### src/rtl/div_arbiter_if.sv
// div_arbiter_if: requester and divider signals of the shared-divider arbiter
interface div_arbiter_if #(
    parameter int NREQ = 4
);
    logic [NREQ-1:0]     req;
    logic [16*NREQ-1:0]  req_a;
    logic [8*NREQ-1:0]   req_b;
    logic [NREQ-1:0]     ack;
    logic [NREQ-1:0]     done;
    logic [15:0]         res_q;
    logic [7:0]          res_rem;
    logic                res_err;
    logic                busy;
    logic                div_ini;
    logic [15:0]         div_a;
    logic [7:0]          div_b;
    logic                div_ocup;
    logic                div_p;
    logic [15:0]         div_r;
    logic [7:0]          div_rem;
    modport master (
        input  req, req_a, req_b, div_ocup, div_p, div_r, div_rem,
        output ack, done, res_q, res_rem, res_err, busy, div_ini, div_a, div_b
    );
    modport slave (
        output req, req_a, req_b, div_ocup, div_p, div_r, div_rem,
        input  ack, done, res_q, res_rem, res_err, busy, div_ini, div_a, div_b
    );
endinterface

### src/rtl/div_arbiter.sv
// div_arbiter: round-robin arbiter sharing one repeated-subtraction divider among NREQ requesters
module div_arbiter #(
    parameter int NREQ = 4
) (
    input logic           clk,
    input logic           reset,
    div_arbiter_if.master bus
);
    localparam int IW = NREQ > 1 ? $clog2(NREQ) : 1;
    typedef enum logic [2:0] {IDLE, LAUNCH, WAIT, CAPTURE, RESP} state_t;
    state_t        state;
    logic [IW-1:0] ptr, idx, win;
    logic [15:0]   a_w;
    logic [7:0]    b_w;
    always_comb begin
        win = ptr;
        for (int k = NREQ - 1; k >= 0; k--)
            if (bus.req[(int'(ptr) + k) % NREQ]) win = IW'((int'(ptr) + k) % NREQ);
    end
    assign a_w = bus.req_a[16*int'(win) +: 16];
    assign b_w = bus.req_b[8*int'(win) +: 8];
    // start is decoded from div_ocup so a stall releases in the very cycle the divider frees up
    assign bus.div_ini = state == LAUNCH && !bus.div_ocup;
    always_ff @(posedge clk) begin
        if (!reset) begin
            state       <= IDLE;
            ptr         <= '0;
            idx         <= '0;
            bus.ack     <= '0;
            bus.done    <= '0;
            bus.res_q   <= '0;
            bus.res_rem <= '0;
            bus.res_err <= 1'b0;
            bus.busy    <= 1'b0;
            bus.div_a   <= '0;
            bus.div_b   <= '0;
        end else begin
            bus.ack  <= '0;
            bus.done <= '0;
            case (state)
                IDLE: if (|bus.req) begin
                    idx       <= win;
                    bus.div_a <= a_w;
                    bus.div_b <= b_w;
                    bus.ack   <= NREQ'(1) << win;
                    bus.busy  <= 1'b1;
                    if (b_w == '0) begin
                        bus.done    <= NREQ'(1) << win;
                        bus.res_q   <= 16'hFFFF;
                        bus.res_rem <= a_w[7:0];
                        bus.res_err <= 1'b1;
                        state       <= RESP;
                    end else state <= LAUNCH;
                end
                LAUNCH: if (!bus.div_ocup) state <= WAIT;
                WAIT: if (bus.div_p) state <= CAPTURE;
                CAPTURE: begin
                    bus.done    <= NREQ'(1) << idx;
                    bus.res_q   <= bus.div_r;
                    bus.res_rem <= bus.div_rem;
                    bus.res_err <= 1'b0;
                    state       <= RESP;
                end
                RESP: begin
                    ptr      <= idx == IW'(NREQ - 1) ? '0 : idx + 1'b1;
                    bus.busy <= 1'b0;
                    state    <= IDLE;
                end
                default: state <= IDLE;
            endcase
        end
    end
endmodule

### src/flat_wrapper.sv
// flat-port wrapper written by rule: the top's interface ports become plain ports
module div_arbiter_flat 
#(
    parameter int NREQ = 4
)
  (clk, reset, bus_req, bus_req_a, bus_req_b, bus_div_ocup, bus_div_p, bus_div_r, bus_div_rem, bus_ack, bus_done, bus_res_q, bus_res_rem, bus_res_err, bus_busy, bus_div_ini, bus_div_a, bus_div_b);
  div_arbiter_if #(.NREQ(NREQ)) bus_i ();
  input logic clk;
  input logic reset;
  input wire logic [$bits(bus_i.req)-1:0] bus_req;
  input wire logic [$bits(bus_i.req_a)-1:0] bus_req_a;
  input wire logic [$bits(bus_i.req_b)-1:0] bus_req_b;
  input wire logic [$bits(bus_i.div_ocup)-1:0] bus_div_ocup;
  input wire logic [$bits(bus_i.div_p)-1:0] bus_div_p;
  input wire logic [$bits(bus_i.div_r)-1:0] bus_div_r;
  input wire logic [$bits(bus_i.div_rem)-1:0] bus_div_rem;
  output wire logic [$bits(bus_i.ack)-1:0] bus_ack;
  output wire logic [$bits(bus_i.done)-1:0] bus_done;
  output wire logic [$bits(bus_i.res_q)-1:0] bus_res_q;
  output wire logic [$bits(bus_i.res_rem)-1:0] bus_res_rem;
  output wire logic [$bits(bus_i.res_err)-1:0] bus_res_err;
  output wire logic [$bits(bus_i.busy)-1:0] bus_busy;
  output wire logic [$bits(bus_i.div_ini)-1:0] bus_div_ini;
  output wire logic [$bits(bus_i.div_a)-1:0] bus_div_a;
  output wire logic [$bits(bus_i.div_b)-1:0] bus_div_b;
  assign bus_i.req = bus_req;
  assign bus_i.req_a = bus_req_a;
  assign bus_i.req_b = bus_req_b;
  assign bus_i.div_ocup = bus_div_ocup;
  assign bus_i.div_p = bus_div_p;
  assign bus_i.div_r = bus_div_r;
  assign bus_i.div_rem = bus_div_rem;
  assign bus_ack = bus_i.ack;
  assign bus_done = bus_i.done;
  assign bus_res_q = bus_i.res_q;
  assign bus_res_rem = bus_i.res_rem;
  assign bus_res_err = bus_i.res_err;
  assign bus_busy = bus_i.busy;
  assign bus_div_ini = bus_i.div_ini;
  assign bus_div_a = bus_i.div_a;
  assign bus_div_b = bus_i.div_b;
  div_arbiter #(.NREQ(NREQ)) u_core (.clk(clk), .reset(reset), .bus(bus_i));
endmodule
### config.mk
export PLATFORM = sky130hd
export DESIGN_NAME = div_arbiter_flat
export DESIGN_NICKNAME = d
export VERILOG_FILES = /design/src/rtl/div_arbiter_if.sv /design/src/rtl/div_arbiter.sv /design/src/flat_wrapper.sv
export SDC_FILE = /design/constraint.sdc
export NUM_CORES = 1
export LEC_CHECK = 0
export BUFFER_PORTS_ARGS = -buffer_cell sky130_fd_sc_hd__buf_4
export CAP_MARGIN = 20
export CORE_UTILIZATION = 45
export DETAILED_ROUTE_END_ITERATION = 16
export HOLD_SLACK_MARGIN = 0.03
export PLACE_DENSITY = 0.8
export SLEW_MARGIN = 20
export SYNTH_ARGS = -nofsm -noshare
export SYNTH_HDL_FRONTEND = slang
export SYNTH_SLANG_ARGS = --single-unit
### constraint.sdc
create_clock -name clk -period 2.47 [get_ports clk]
set_input_delay 0.1235 -clock clk [delete_from_list [all_inputs] [get_ports clk]]
set_output_delay 0.1235 -clock clk [all_outputs]
set_load 0.03 [all_outputs]
After elaboration in Yosys (flattened, before gate mapping)
Index checks and enable logic that the tools add are counted.
Widths: inputs -> output; s select.

storage, ports and cells
  bits in registers = 65
  word-level logic and storage cells = 85
  input port bits = 128

cells by class
  reductions and logical operators = 15
  eq/ne operators = 9
  bitwise gates (word level) = 3
  mux-type cells = 35
  magnitude comparators = 4
  shift operators = 4
  add/sub/neg operators = 4

operators with widths
  operator             count
  $shiftx 64x7->16     1
  $mux 16              2
  $pmux 16 s2          1
  $shiftx 32x6->8      1
  $mux 8               2
  $pmux 8 s2           1
  $lt 3x4->1 const B   3
  $mux 3               4
  $pmux 3 s4           1
  $mux 1               10
  $mux 2               5
  $reduce_and 3->1     3
  $bmux 1 s2           4
  $logic_not 8->1      1
  $mux 4               2
  $pmux 4 s2           1
  $shl 1x2->4 const A  2
  $eq 3x2->1 const B   2
  $reduce_or 2->1      3
  $add 2x1->2 const B  2
  $add 2x2->2 const B  2
  $ne 2x1->1 const B   2
  $ne 2x2->1 const B   2
  $pmux 1 s2           2
  11 further kinds     15

Longest topological paths before layout
  depth after elaboration = 15
  gate-level depth with buffers = 12
  gate-level depth less buffers = 8

Worst setup path before layout
Ideal clock, no wire load.

  kind = register to register
  start point = register u_core.ptr[1]
  end point = register u_core.bus.res_q[10]
  clock period less this slack = 2238 ps
  cell stages (with the launch flop) = 11
  arrival time = 2116 ps
  slack = 232 ps
  setup time = 122 ps
  cells stage by stage = dfxtp_1 > nor2b_1 > o21ai_1 > clkbuf_1 > nand4_1 > o211ai_1 > a22oi_1 > nand4_2 > nor2_1 > buf_2 > o311a_1

between the ends
  cells in the longest elaborated chain, start to end = 12

RTL lines
  what                                       RTL line              source
  start: declaration                         div_arbiter.sv:12     logic [IW-1:0] ptr, idx, win;
  start signal: assignment                   div_arbiter.sv:65     ptr <= idx == IW'(NREQ - 1) ? '0 : idx + 1'b1;
  $add 2x2->2                                div_arbiter.sv:18     if (bus.req[(int'(ptr) + k) % NREQ]) win = IW'((int'(ptr) + k) % NREQ);
  $bmux 1 s2                                 div_arbiter.sv:18
  $mux 1 (not written as such) (2 in a row)  div_arbiter.sv:18
  $mux 2 (3 in a row)                        div_arbiter.sv:18
  $mux 2 (*)                                 div_arbiter.sv:18
  $shiftx 32x6->8 (*)                        div_arbiter.sv:21     assign b_w = bus.req_b[8*int'(win) +: 8];
  $logic_not 8->1 (*)                        div_arbiter.sv:47     if (b_w == '0) begin
  $ne 2x1->1 (no source line) (*)            -
  $reduce_and 3->1 (no source line) (*)      -
  end signal: assignment                     div_arbiter.sv:59     bus.res_q <= bus.div_r;
  end: declaration                           div_arbiter_if.sv:23  output ack, done, res_q, res_rem, res_err, busy, div_ini, div_a, div_b

Every way passes the cells marked *; elsewhere a longest branch is shown, timed or not. The select of a mux whose other input is x is not followed.
A chain may end at the register's enable or synchronous reset.

Worst setup path in the final report
  start point = register u_core.ptr[0]
  end point = register u_core.state[2]

between the ends
  cells in the longest elaborated chain, start to end = 13

RTL lines
  what                                       RTL line           source
  $add 2x2->2                                div_arbiter.sv:18
  $bmux 1 s2                                 div_arbiter.sv:18
  $mux 1 (not written as such) (2 in a row)  div_arbiter.sv:18
  $mux 2 (3 in a row)                        div_arbiter.sv:18
  $mux 2 (*)                                 div_arbiter.sv:18
  $shiftx 32x6->8 (*)                        div_arbiter.sv:21
  $logic_not 8->1 (*)                        div_arbiter.sv:47
  $mux 3 (*)                                 div_arbiter.sv:47
  $mux 3 (*)                                 div_arbiter.sv:41  IDLE: if (|bus.req) begin
  $pmux 3 s4 (*)                             div_arbiter.sv:40  case (state)
  end signal: assignment                     div_arbiter.sv:52  state <= RESP;
  end signal: assignment                     div_arbiter.sv:53  end else state <= LAUNCH;
  end signal: assignment                     div_arbiter.sv:55  LAUNCH: if (!bus.div_ocup) state <= WAIT;
  end: declaration                           div_arbiter.sv:11  state_t state;

Marks and branches as above.

==> reports/qor.txt <==
H-Tree Depth -> 3
DRC -> 0
crit path DAT -> 2610 ps
largest net degree at the start of global routing -> 48
max-slew violations -> 0
Worst Setup Start Kind -> flip-flop
CTS tree -> built
synthesis-stage register bit count -> 65
Total GRT Usage -> 0.2730
worst slew pin tran -> 442.0 ps
IO buf count -> 186
largest stage delay on the critical path -> 410 ps
hold endpoint -> u_core.state[0]
most used flip-flop cell after synthesis -> dfxtp_1
CTS Sinks -> 65
yosys warns -> 0
vias per inst -> 5.402
area delta synth->final -> 54.01%
HP Start -> bus_div_ocup
Max IR drop VDD -> 0.4675 mV
via count -> 4,165
crit path max-delay cell type -> or3_1
pre-CTS setup slack -> -170.6 ps
clock latency on the worst-skew pair -> 340 ps
Max Cap Violations -> 0
CTS clock-pin slew for the worst setup and hold paths -> 80 ps
die height -> 90.69 um
CTS buffer count -> 9
static leakage -> 2.603 nW
outcome -> finished clean
Clock Skew -> 8.477 ps
Hold/Removal Path Class -> in -> reg
I/O pin cnt -> 187
Worst setup EP type -> flip-flop
final hold viol count -> 0
sequential fraction of the synthesis area -> 0.3676
Top Family by Delay on Critical Path -> simple AND/OR/NAND/NOR gates
hpwl dp -> 8543 um
Final nets -> 799
share of cells above drive strength 1 -> 0.3690
fmax -> 428.2 MHz
gr ovfl total -> 0
post-route cell area -> 5451 sq um
hold-critical path depth -> 3
Post-DP Area -> 5045 sq um
Syn Inst Count -> 479
crit path max fanout -> 7
Final period util -> 0.9455
Critical R2R Launch -> u_core.ptr[0]
syn nets -> 611
CP Buf/Inv Count -> 1
Synth Cell Area -> 3540 sq um
# placed instances -> 744
ANT cells -> 0
Clock Root Buffer -> clkbuf_8
Synth cell types -> 43
asr flop ratio synth -> 0
Final min period -> 2335 ps
reg2reg end -> u_core.state[2]
1st-pass router iterations -> 6
initial antenna violation count -> 0
core area -> 7408 sq um
GPL Wtd Cong -> 0.8901
Final ANT Viol Nets -> 0
CP Cell Sequence -> nor2b_1 > o21a_2 > buf_12 > nor4_1 > o21ai_1 > a22oi_2 > nand4_4 > or3_1 > a21oi_1
Final setup viols -> 0
worst setup margin -> 134.6 ps
syn avg cell area -> 7.390 sq um
Critical Path RT -> 2750 ps
total power -> 0.002901 W
Non-Filler Instances -> 771
Slew HR -> 0.7044
vias in the first global route -> 3,867
WL/cell -> 15.08 um
WS Path Type -> reg -> reg
die area -> 8225 sq um
Chip Width -> 90.69 um
pwr dens -> 532.2 nW/um^2
Reg2Reg Setup Slack -> 130 ps
final WL -> 11,630 um
Starting Density -> 0.4778
Iteration-0 DRC Markers -> 200
Site Rows -> 31
Max clock buf depth -> 2
cells on worst reg2reg path -> 9
global-route wire length before repair -> 18,200 um
Post-synth EDFFs -> 0
-- metrics by stage --
stage          hold slack (ps)  utilization  TNS [ps]
2_1_floorplan            239.5            -         0
3_3_place_gp             328.5       0.6810    -6.145
3_5_place_dp             332.5       0.6810     -3113
4_1_cts                  64.15       0.7245         0
5_1_grt                  70.51       0.7359    -3.774
6_report                 80.74       0.7359         0
-- cell usage in the layout (no fill, tap or decap), drive strengths merged, types with 9 or more instances in the layout --
cell / netlist / layout
nand2: 121 / 121
dfxtp: 65 / 65
and2: 17 / 17
or3: 19 / 19
nand4: 10 / 10
clkbuf: 28 / 10
nor3: 14 / 14
a21boi: 11 / 11
buf: 11 / 208
o311a: 16 / 16
o211ai: 9 / 9
o21ai: 27 / 27
inv: 20 / 21
nand3: 43 / 43
-- layout make-up --
cell class              count  area [sq um]
flip-flops and latches     65          1305
well taps                  99         123.9
fillers                   576          1957
clock inverters             6         42.54
inverters                  20         75.07
repair buffers            216          1683
clock buffers              10         137.6
multi-input cells         355          2085
-- timing repair --
action                     4_1_cts  5_1_grt
hold endpoints to repair         8        0
setup endpoints to repair       30       31
gates cloned                     0        1
hold buffers                     8        0
pin swaps                        1        4
buffers inserted                 1        1
gates resized for setup          8       17
-- cell usage after synthesis (4+ instances only) --
master	number	share of area
nand2_1	121	0.13
dfxtp_1	65	0.37
nand3_1	43	0.061
clkbuf_1	28	0.030
o21ai_0	23	0.033
inv_1	20	0.021
or3_1	19	0.034
and2_1	17	0.030
o311a_1	16	0.045
nor3_1	12	0.017
a21boi_0	11	0.023
nand4_1	9	0.016
nor2_1	8	0.0085
o211ai_1	8	0.017
a31oi_1	7	0.012
buf_2	7	0.0099
nor2b_1	7	0.012
nor4_1	7	0.012
o221ai_1	7	0.017
a22o_1	4	0.0099
ha_1	4	0.014
-- per-layer routing --
| layer | wire [um] | GRT usage | share of wire | vias up |
|---|---|---|---|---|
| met4 | 242 | 0.08199 | 0.021 | 0 |
| met5 | 0 | 0 | 0 | - |
| met1 | 4955 | 0.3257 | 0.43 | 1889 |
| met3 | 861 | 0.08754 | 0.074 | 23 |
| met2 | 5567 | 0.4646 | 0.48 | 191 |
| li1 | - | - | - | 2062 |
-- flip-flops by register name (all words and copies together) (netlist names) --
register,count
u_core.bus.div_a,16
u_core.bus.res_q,16
u_core.bus.div_b,8
u_core.bus.res_rem,8
u_core.bus.ack,4
u_core.bus.done,4
u_core.state,3
u_core.idx,2
u_core.ptr,2
u_core.bus.busy,1
u_core.bus.res_err,1
-- worst reg2reg max path, cell delays in order, from the launching register on --
cell and delay (ps):
dfxtp_1 370, nor2b_1 90, o21a_2 260, buf_12 150, nor4_1 230, o21ai_1 160
a22oi_2 260, nand4_4 210, or3_1 410, a21oi_1 140
-- worst max-delay path by stage --
stage | from | slack (ps) | depth (start not counted) | to
floorplan | u_core.ptr[1] | 230 | 10 | u_core.bus.res_q[10]
global placement | u_core.ptr[1] | -1 | 9 | u_core.bus.res_rem[7]
detailed placement | u_core.ptr[1] | -170 | 9 | u_core.bus.res_rem[1]
CTS | u_core.ptr[1] | 20 | 9 | u_core.bus.res_q[1]
global route | u_core.ptr[0] | -4 | 9 | u_core.state[2]
finish | u_core.ptr[0] | 130 | 9 | u_core.state[2]
-- report_power, final --
part | switching (W) | internal, W | total [W] | leakage [nW]
clock network | 0.000423 | 0.000392 | 0.000816 | 0.0887
logic | 0.000503 | 0.000408 | 0.000911 | 1.98
registers | 0.0000478 | 0.00113 | 0.00117 | 0.532
-- logic make-up (layout without fill, tap and decap cells) --
| logic type | Yosys count | count (layout) | synth area share |
|---|---|---|---|
| fa+ha+maj | 4 | 4 | 0.01414 |
| flops | 65 | 65 | 0.3676 |
| simple gates | 253 | 253 | 0.3422 |
| mux | 1 | 1 | 0.002828 |
| compound gates | 97 | 97 | 0.2040 |
| buf+inv | 59 | 252 | 0.06928 |
No activity file was read; power rests on OpenSTA's default activity.
